===== config.mk =====
export PLATFORM = sky130hd
export DESIGN_NAME = hpdcache_refill_beat_arbiter
export DESIGN_NICKNAME = d
export VERILOG_FILES = /design/src/rtl/hpdcache_refill_beat_arbiter.sv
export SDC_FILE = /design/constraint.sdc
export NUM_CORES = 1
export LEC_CHECK = 0
export ABC_AREA = 1
export BUFFER_PORTS_ARGS = -buffer_cell sky130_fd_sc_hd__clkbuf_2
export CELL_PAD_IN_SITES_DETAIL_PLACEMENT = 0
export CELL_PAD_IN_SITES_GLOBAL_PLACEMENT = 1
export CORE_AREA = 4 4 134 136
export DETAILED_ROUTE_END_ITERATION = 12
export DIE_AREA = 0 0 138 140
export PLACE_DENSITY = 0.85
export SYNTH_ARGS = -nofsm -noshare
export SYNTH_HDL_FRONTEND = slang
export SYNTH_SLANG_ARGS = --single-unit

===== constraint.sdc =====
create_clock -name clk_i -period 2.52 [get_ports clk_i]
set_input_delay 0.378 -clock clk_i [delete_from_list [all_inputs] [get_ports clk_i]]
set_output_delay 0.378 -clock clk_i [all_outputs]
set_load 0.005 [all_outputs]

===== src/rtl/hpdcache_refill_beat_arbiter.sv =====
// Refill beat arbiter: round-robin grant among N_REQ refill downsizers, held for a whole burst.
// Latency: zero cycles; the winner's beat passes combinationally to the refill port.
// Backpressure: out_ready_i reaches only the winner's ready; losers and a bubbling owner see ready=0.
module hpdcache_refill_beat_arbiter #(
   parameter int unsigned N_REQ      = 4,
   parameter int unsigned DATA_WIDTH = 64,
   localparam int unsigned ID_WIDTH  = (N_REQ > 1) ? $clog2(N_REQ) : 1
) (
   input  logic                          clk_i,
   input  logic                          rst_i,
   input  logic [N_REQ-1:0]              req_valid_i,
   output logic [N_REQ-1:0]              req_ready_o,
   input  logic [N_REQ*DATA_WIDTH-1:0]   req_data_i,
   input  logic [N_REQ-1:0]              req_last_i,
   output logic                          out_valid_o,
   input  logic                          out_ready_i,
   output logic [DATA_WIDTH-1:0]         out_data_o,
   output logic                          out_last_o,
   output logic                          out_first_o,
   output logic [ID_WIDTH-1:0]           out_id_o
);

   typedef enum logic {IDLE, LOCKED} state_t;

   state_t                state_q, state_d;
   logic [ID_WIDTH-1:0]   owner_q, owner_d;
   logic [ID_WIDTH-1:0]   rr_ptr_q, rr_ptr_d;
   logic [ID_WIDTH-1:0]   winner;
   logic [ID_WIDTH-1:0]   win_idle;
   logic                  xfer;

   logic [DATA_WIDTH-1:0] data_arr [N_REQ];
   logic [2*N_REQ-1:0]    vld_dbl;
   logic [2*N_REQ-1:0]    vld_shift;
   logic [N_REQ-1:0]      vld_rot;
   logic [ID_WIDTH:0]     offs;
   logic [ID_WIDTH:0]     sum_raw;
   logic [ID_WIDTH:0]     sum_wrap;

   // Next index after idx, wrapping at the last requester.
   function automatic logic [ID_WIDTH-1:0] wrap_inc(input logic [ID_WIDTH-1:0] idx);
      if (idx == ID_WIDTH'(N_REQ - 1)) return '0;
      return idx + ID_WIDTH'(1);
   endfunction

   for (genvar k = 0; k < N_REQ; k++) begin : g_unpack
      assign data_arr[k] = req_data_i[k*DATA_WIDTH +: DATA_WIDTH];
   end

   // Winner: first valid requester at or after rr_ptr_q when idle, the burst owner when locked.
   always_comb begin
      vld_dbl   = {req_valid_i, req_valid_i};
      vld_shift = vld_dbl >> rr_ptr_q;
      vld_rot   = vld_shift[N_REQ-1:0];
      offs      = '0;
      for (int i = int'(N_REQ) - 1; i >= 0; i--) begin
         if (vld_rot[i]) offs = (ID_WIDTH+1)'(i);
      end
      sum_raw  = {1'b0, rr_ptr_q} + offs;
      sum_wrap = (sum_raw >= (ID_WIDTH+1)'(N_REQ)) ? sum_raw - (ID_WIDTH+1)'(N_REQ) : sum_raw;
      win_idle = sum_wrap[ID_WIDTH-1:0];
      winner   = (state_q == LOCKED) ? owner_q : win_idle;
   end

   // State register: FSM, burst owner and round-robin pointer.
   always_ff @(posedge clk_i or posedge rst_i) begin
      if (rst_i) begin
         state_q  <= IDLE;
         owner_q  <= '0;
         rr_ptr_q <= '0;
      end else begin
         state_q  <= state_d;
         owner_q  <= owner_d;
         rr_ptr_q <= rr_ptr_d;
      end
   end

   // Next state: only a transferred beat moves the FSM; the last beat releases the lock.
   always_comb begin
      state_d  = state_q;
      owner_d  = owner_q;
      rr_ptr_d = rr_ptr_q;
      if (xfer) begin
         case (state_q)
            IDLE: begin
               if (out_last_o) begin
                  rr_ptr_d = wrap_inc(winner);
               end else begin
                  state_d = LOCKED;
                  owner_d = winner;
               end
            end
            LOCKED: begin
               if (out_last_o) begin
                  state_d  = IDLE;
                  rr_ptr_d = wrap_inc(owner_q);
               end
            end
            default: state_d = IDLE;
         endcase
      end
   end

   // Outputs: mux the winner's beat, forced to zero while reset is asserted.
   always_comb begin
      out_valid_o = 1'b0;
      out_data_o  = '0;
      out_last_o  = 1'b0;
      out_id_o    = '0;
      out_first_o = 1'b0;
      req_ready_o = '0;
      xfer        = 1'b0;
      if (!rst_i) begin
         out_valid_o = req_valid_i[winner];
         out_data_o  = data_arr[winner];
         out_last_o  = req_last_i[winner];
         out_id_o    = winner;
         out_first_o = out_valid_o && (state_q == IDLE);
         xfer        = out_valid_o && out_ready_i;
         for (int k = 0; k < int'(N_REQ); k++) begin
            req_ready_o[k] = xfer && (winner == ID_WIDTH'(k));
         end
      end
   end

`ifndef HPDCACHE_ASSERT_OFF
   logic                  stall_q;
   logic [DATA_WIDTH-1:0] stall_data_q;
   logic                  stall_last_q;
   logic [ID_WIDTH-1:0]   stall_id_q;

   // Capture the beat presented during a locked stall for the stability check.
   always_ff @(posedge clk_i or posedge rst_i) begin
      if (rst_i) begin
         stall_q      <= 1'b0;
         stall_data_q <= '0;
         stall_last_q <= 1'b0;
         stall_id_q   <= '0;
      end else begin
         stall_q      <= out_valid_o && !out_ready_i && (state_q == LOCKED);
         stall_data_q <= out_data_o;
         stall_last_q <= out_last_o;
         stall_id_q   <= out_id_o;
      end
   end

   // Parameter legality, one-hot ready, and a stalled locked beat must not change.
   always_ff @(posedge clk_i) begin
      assert (N_REQ >= 1 && N_REQ <= 16 && DATA_WIDTH > 0)
         else $error("illegal parameters N_REQ=%0d DATA_WIDTH=%0d", N_REQ, DATA_WIDTH);
      if (!rst_i) begin
         assert ($onehot0(req_ready_o))
            else $error("req_ready_o not one-hot: %b", req_ready_o);
         if (stall_q && state_q == LOCKED && out_valid_o) begin
            assert (out_data_o == stall_data_q && out_last_o == stall_last_q && out_id_o == stall_id_q)
               else $error("stalled locked beat changed");
         end
      end
   end
`endif

endmodule


==> flow_summary.ini, run 1 <==
[cts]
worstSkewPairLatency_ns = 0.23
cts_max_path_buffers = 2
root_buffer = clkbuf_16
cts_made_buffers = 3
h-tree-depth = 1
clkTransAtPathRegs_ns = 0.03
cts_tree = yes
cts.sinks = 5

[drt]
wl_per_cell_um = 16.4
drtIter0Drc = 215
vias_per_cell = 4.54
dr.pass1.iters = 4
drc = 0
ant_nets = 0
wirelength_mm = 20.3
num_vias = 5625

[global_route]
grtUsageTotal_pct = 16.9
grt_pass1_vias = 5058
overflow = 0
grt_pass1_wl_mm = 26.8
grt_max_degree = 33
antenna_found_initial = 0

[timing]
slew_headroom_pct = 70.2
rsz0062_at_grt = true
finalSetupViolCount = 78
fin_ws_ns = -0.547
final-hold-violation-count = 0
fin_crit_ns = 3.07
max_freq_mhz = 326
fin_crit_sh_pct = 122
worst_pin_slew_ns = 0.445
skew_ns = 0.000320
drv_slew = 0

[setup_path]
path_delay_family = buffers and inverters
crit_path_end_kind = primary output
slowest_stage = dfrtp_2
critical_path.startpoint = rr_ptr_q[0]
path_cells = inv_4 -> nand2_4 -> nand3_2 -> nand2_2 -> nand3_2 -> a21boi_2 -> ha_4 -> nor2_4 -> inv_4 -> o21ai_4 -> buf_12 -> buf_16 -> nand2_2 -> nand2_2 -> o21ai_2 -> a31oi_2 -> buf_2
crit_buf_inv = 5
critPathRequiredTime_ns = 2.14
critPathLaunchType = register
crit_path_frequent_cell = nand2_2
cp_max_fo = 8
worstSetupPathType = register to primary output
slowest_delay_ns = 0.43
cp.arrival_ns = 2.69
r2r_start = rr_ptr_q[0]

[hold_path]
hp-class = primary input to asynchronous set/reset pin

[yosys]
synth-main-ff-cell = dfrtp_1
ys_types = 27
yosysMostFrequentCell = nand2_1
yosys-top-cells-count = nand2_1 (353), a31oi_1 (64), o21ai_0 (37)
synth_edf_count = 0
yosysSeqAreaShare_pct = 4.45
yosysWarnings = 0
async_reset_ff_share_pct = 100
synth_top_area_share_pct = 47.1
syn_inst = 599
yosys.area.top_type = nand2_1
yosys-top-cells-area = nand2_1 (47%), a31oi_1 (14%), o21ai_0 (6.6%)
syn_nets = 872
syn_area_sq_mm = 0.00281
synth_seq_cells = 5
syn_area_per_cell_sq_um = 4.70

[place]
io_buffers = 339
gp_congestion = 0.939
preCtsSetupSlack_ns = -0.374
hpwl_mm = 13.5

[run_status]
outcome = complete, but fails checks
violations = negative setup slack

[flow_run]
drv_cap = 0

[pwr]
p_leak_nw = 3.81
powerDensity_mw_per_mm2 = 1930
peakVddDrop_mv = 0.663

[floorplan]
fp.dieW_um = 138
chipHeight_um = 140
core-area_sq_mm = 0.0169
start_util_pct = 16.6
rows = 48
dieArea_sq_mm = 0.0193
pin_count = 340

[layout]
fin_nets = 1287
num_antenna_cells = 0
drive_gt1_share_pct = 59.5
area_growth_pct = 140
post-route-util_pct = 39.8
[sequential cells by signal, indices dropped and copies added (netlist names)]
| name | cells |
|---|---|
| owner_q | 2 |
| state_q | 1 |
| rr_ptr_q | 2 |
[layout make-up]
type,count,area [sq um]
Multi-Input combinational cell,530,2900
Timing Repair inverter,2,15.0
Inverter,15,68.8
Tap cell,225,282
Fill cell,1856,10200
Sequential cell,5,128
Timing Repair Buffer,457,3270
Clock buffer,4,78.8
[logic make-up (layout without fill, tap and decap cells)]
| family | Yosys count | after routing | share of synthesized area [%] |
|---|---|---|---|
| and+or+nand+nor | 385 | 385 | 53.3 |
| AOI/OAI and AO/OA | 133 | 134 | 27.3 |
| buffers and inverters | 65 | 478 | 10.6 |
| adders and majority gates | 6 | 6 | 2.67 |
| DFF | 5 | 5 | 4.45 |
| muxes | 4 | 4 | 1.42 |
| xor gates and xnor gates | 1 | 1 | 0.311 |
[metrics by stage]
stage | total power, mW | hold slack, ns | TNS [ns] | std cells | instance area, sq um
after floorplan | 4.45 | 0.460 | 0 | 599 | 2840
after global placement | 7.94 | 0.469 | -19.16 | 1182 | 5230
after detailed placement | 7.96 | 0.463 | -19.38 | 1182 | 5230
after CTS | 10.2 | 0.223 | -34.15 | 1207 | 5830
after global routing | 14.0 | 0.261 | -45.61 | 1238 | 6740
final | 13.0 | 0.227 | -35.19 | 1238 | 6740
[path summary, 6_finish.rpt]
| path | slack [ns] | endpoint | cells after the start |
|---|---|---|---|
| setup / recovery | -0.55 | out_data_o[30] | 17 |
| hold / removal | 0.23 | owner_q[1] | 2 |
| setup reg to reg | -0.27 | owner_q[1] | 21 |
| hold reg to reg | 0.54 | owner_q[1] | 2 |
| max in group asynchronous | 1.81 | rr_ptr_q[1] | 3 |
| min in group clk_i | 0.54 | owner_q[1] | 2 |
[layout by cell type (no fill, tap or decap), types with 2 or more instances in the layout]
cell	netlist	layout
a31oi_1	64	58
a31oi_2	0	4
a31oi_4	0	2
buf_12	0	17
buf_16	0	8
buf_2	20	54
buf_4	0	53
buf_6	4	27
clkbuf_16	0	15
clkbuf_2	0	285
dfrtp_1	5	3
dfrtp_2	0	2
ha_1	6	5
inv_1	10	6
inv_2	4	4
inv_4	0	4
mux2i_1	4	4
nand2_1	353	272
nand2_2	1	71
nand2_4	0	10
nand3_1	16	8
nand3_2	2	9
nor2_1	9	2
nor2_2	0	5
nor2_4	2	4
o21ai_0	37	4
o21ai_1	27	44
o21ai_2	1	17
o21ai_4	1	2
[where the power goes]
part	internal [mW]	switching, mW
Sequential	0.118	0.0631
Combinational	6.38	6.19
Clock	0.210	0.0570
[per-layer routing]
metal | part of all wire [%] | GRT usage (%) | wire (um) | vias to the layer above
met5 | 0 | 0 | 0 | -
met4 | 2.2 | 3.85 | 446 | 0
met3 | 6.8 | 2.73 | 1380 | 35
met2 | 50 | 30.8 | 10100 | 252
met1 | 41 | 20.9 | 8400 | 2514
li1 | - | - | - | 2824
[repair_timing]
action                                  CTS  global route
hold buffers                              0             0
endpoints found under the setup margin   78            78
pin swaps                                22            65
cloned                                   10            14
resized for setup                        66           210
setup buffers                            11            19
(Power assumes the default switching activity.)
==> run 2: changes to the inputs <==
BUFFER_PORTS_ARGS = default   (was -buffer_cell sky130_fd_sc_hd__clkbuf_2)
CORE_AREA = 4 4 130 132   (was 4 4 134 136)
DIE_AREA = 0 0 134 136   (was 0 0 138 140)
DONT_BUFFER_PORTS = 1   (was default)
PLACE_DENSITY = 0.54   (was 0.85)
==> run 2 against run 1 <==
  * The run still ends with negative setup slack left
  * Critical path depth unchanged
  * Total power decreased by 13%
  * First-iteration DRC count increased by 14%
  * Sequential power about the same
  * Count of clock-buffer cells in the layout unchanged
  * Combinational power decreased by 14%
  * Design area decreased by 27%
  * Via count decreased by 23%
==> flow_summary.ini, run 2 (synthesis results as in run 1) <==
[setup_path]
cp.arrival_ns = 2.59
worstSetupPathType = register to primary output
critPathLaunchType = register
r2r-end = owner_q[0]
critPathRequiredTime_ns = 2.14
crit_path_end_kind = primary output
reg2reg_slack_ns = -0.20
reg2regPathDepth = 20
r2r_start = rr_ptr_q[0]
cp_max_fo = 13

[global_route]
antenna_found_initial = 0
grt_pass1_vias = 4014
grtUsageTotal_pct = 15.2
grt_max_degree = 29
grt_pass1_wl_mm = 22.4
overflow = 0

[timing]
drv_slew = 0
finalSetupViolCount = 78
slew_headroom_pct = 76.1
tns_ns = -27.80
rsz0062_at_grt = true
skew_ns = 0.000198
worst_pin_slew_ns = 0.358
fin_ws_ns = -0.450
fin_crit_ns = 2.97
final-hold-violation-count = 0
max_freq_mhz = 337
fin_crit_sh_pct = 118

[floorplan]
start_util_pct = 17.9
rows = 46
core-area_sq_mm = 0.0157
pin_count = 340
dieArea_sq_mm = 0.0182
chipHeight_um = 136
fp.dieW_um = 134

[pwr]
p_leak_nw = 2.23
peakVddDrop_mv = 0.858
powerDensity_mw_per_mm2 = 2290

[place]
hpwl_mm = 11.9
gp_congestion = 0.830
io_buffers = 0
preCtsSetupSlack_ns = -0.389
place_inst = 820

[layout]
reg_top3 = owner_q (2), rr_ptr_q (2), state_q (1)
fin_nets = 931
drive_gt1_share_pct = 37.0
regArea_sq_um = 128
fillers = 1742
multi_input_area_sq_mm = 0.00305
fin_cells = 873
area_growth_pct = 75.3
num_antenna_cells = 0
final_cell_mix = nand2_1 (306), buf_4 (47), nand2_2 (40), a31oi_1 (38), o21ai_1 (34)
post-route-util_pct = 31.4
layout_commonest_cell = nand2_1

[cts]
root_buffer = clkbuf_16
cts_tree = yes
h-tree-depth = 1
worstSkewPairLatency_ns = 0.23
clkTransAtPathRegs_ns = 0.03
cts.sinks = 5
cts_max_path_buffers = 2
cts_made_buffers = 3
hold_buffers = 0

[drt]
vias_per_cell = 4.98
drc = 0
drtIter0Drc = 245
wirelength_mm = 16.8
num_vias = 4348
ant_nets = 0
wl_per_cell_um = 19.2
dr.pass1.iters = 5

[hold_path]
hp-class = primary input to asynchronous set/reset pin

[flow_run]
drv_cap = 0

[run_status]
outcome = complete, but fails checks
violations = negative setup slack
==> run 2: cell types whose count changed in the layout (fill, tap and decap cells not counted), sizes merged <==
cell,delta
clkbuf,-289
buf,-67
inv,-3
nand2,+2
bufbuf,+1
clkinv,+1
o21ai,-1
==> run 2: worst max path at each step <==
stage | startpoint | endpoint | slack (ns)
detailed placement | rr_ptr_q[0] | out_data_o[49] | -0.39
floorplan | rr_ptr_q[1] | out_data_o[0] | 0.02
global placement | rr_ptr_q[0] | out_data_o[49] | -0.36
finish | rr_ptr_q[0] | out_data_o[56] | -0.45
global route | rr_ptr_q[0] | req_ready_o[0] | -0.59
CTS | rr_ptr_q[0] | out_data_o[3] | -0.41
==> run 2: power by group <==
group	internal [mW]	total (mW)	switching (mW)
combinational	5.15	10.8	5.69
clock	0.210	0.262	0.0522
sequential	0.118	0.183	0.0646
==> run 2: area by class of cell <==
| type | count | share of cell area (%) |
|---|---|---|
| Inverter | 15 | 1.39 |
| Tap cell | 216 | 5.48 |
| Timing Repair Buffer | 102 | 27.1 |
| Multi-Input combinational cell | 531 | 61.9 |
| Clock buffer | 4 | 1.60 |
| Sequential cell | 5 | 2.59 |
==> run 2: routing by layer <==
layer / vias up / global-route usage [%] / wire length (um)
met1: 2018 / 18.9 / 6720
li1: 2093 / - / -
met2: 219 / 27.6 / 8670
met3: 18 / 3.15 / 1170
met5: - / 0 / 0
met4: 0 / 2.17 / 225
==> run 2: critical path, cell delays in order (launching register included) <==
cell	delay [ns]
dfrtp_2	0.43
inv_4	0.07
nand2_2	0.08
nand3_2	0.07
nand2_2	0.09
nand3_2	0.07
a21boi_2	0.17
ha_4	0.22
nor2_1	0.08
inv_1	0.08
o21ai_4	0.13
buf_4	0.17
buf_6	0.11
buf_8	0.13
nand2_1	0.05
nand2_1	0.07
o21ai_0	0.13
a31oi_2	0.22
==> run 2: timing repair <==
item,CTS,global route
setup endpoints to repair,78,78
resized for setup,85,131
cloned,7,9
buffers inserted,20,13
pin swaps,14,11
==> run 2: stage by stage <==
step,hold slack [ns],instance area [sq um],power [mW]
floorplan,0.460,2840,4.45
global placement,0.493,3400,6.82
detailed placement,0.513,3400,6.81
CTS,0.298,4130,9.14
global route,0.395,4930,12.2
finish,0.348,4930,11.3
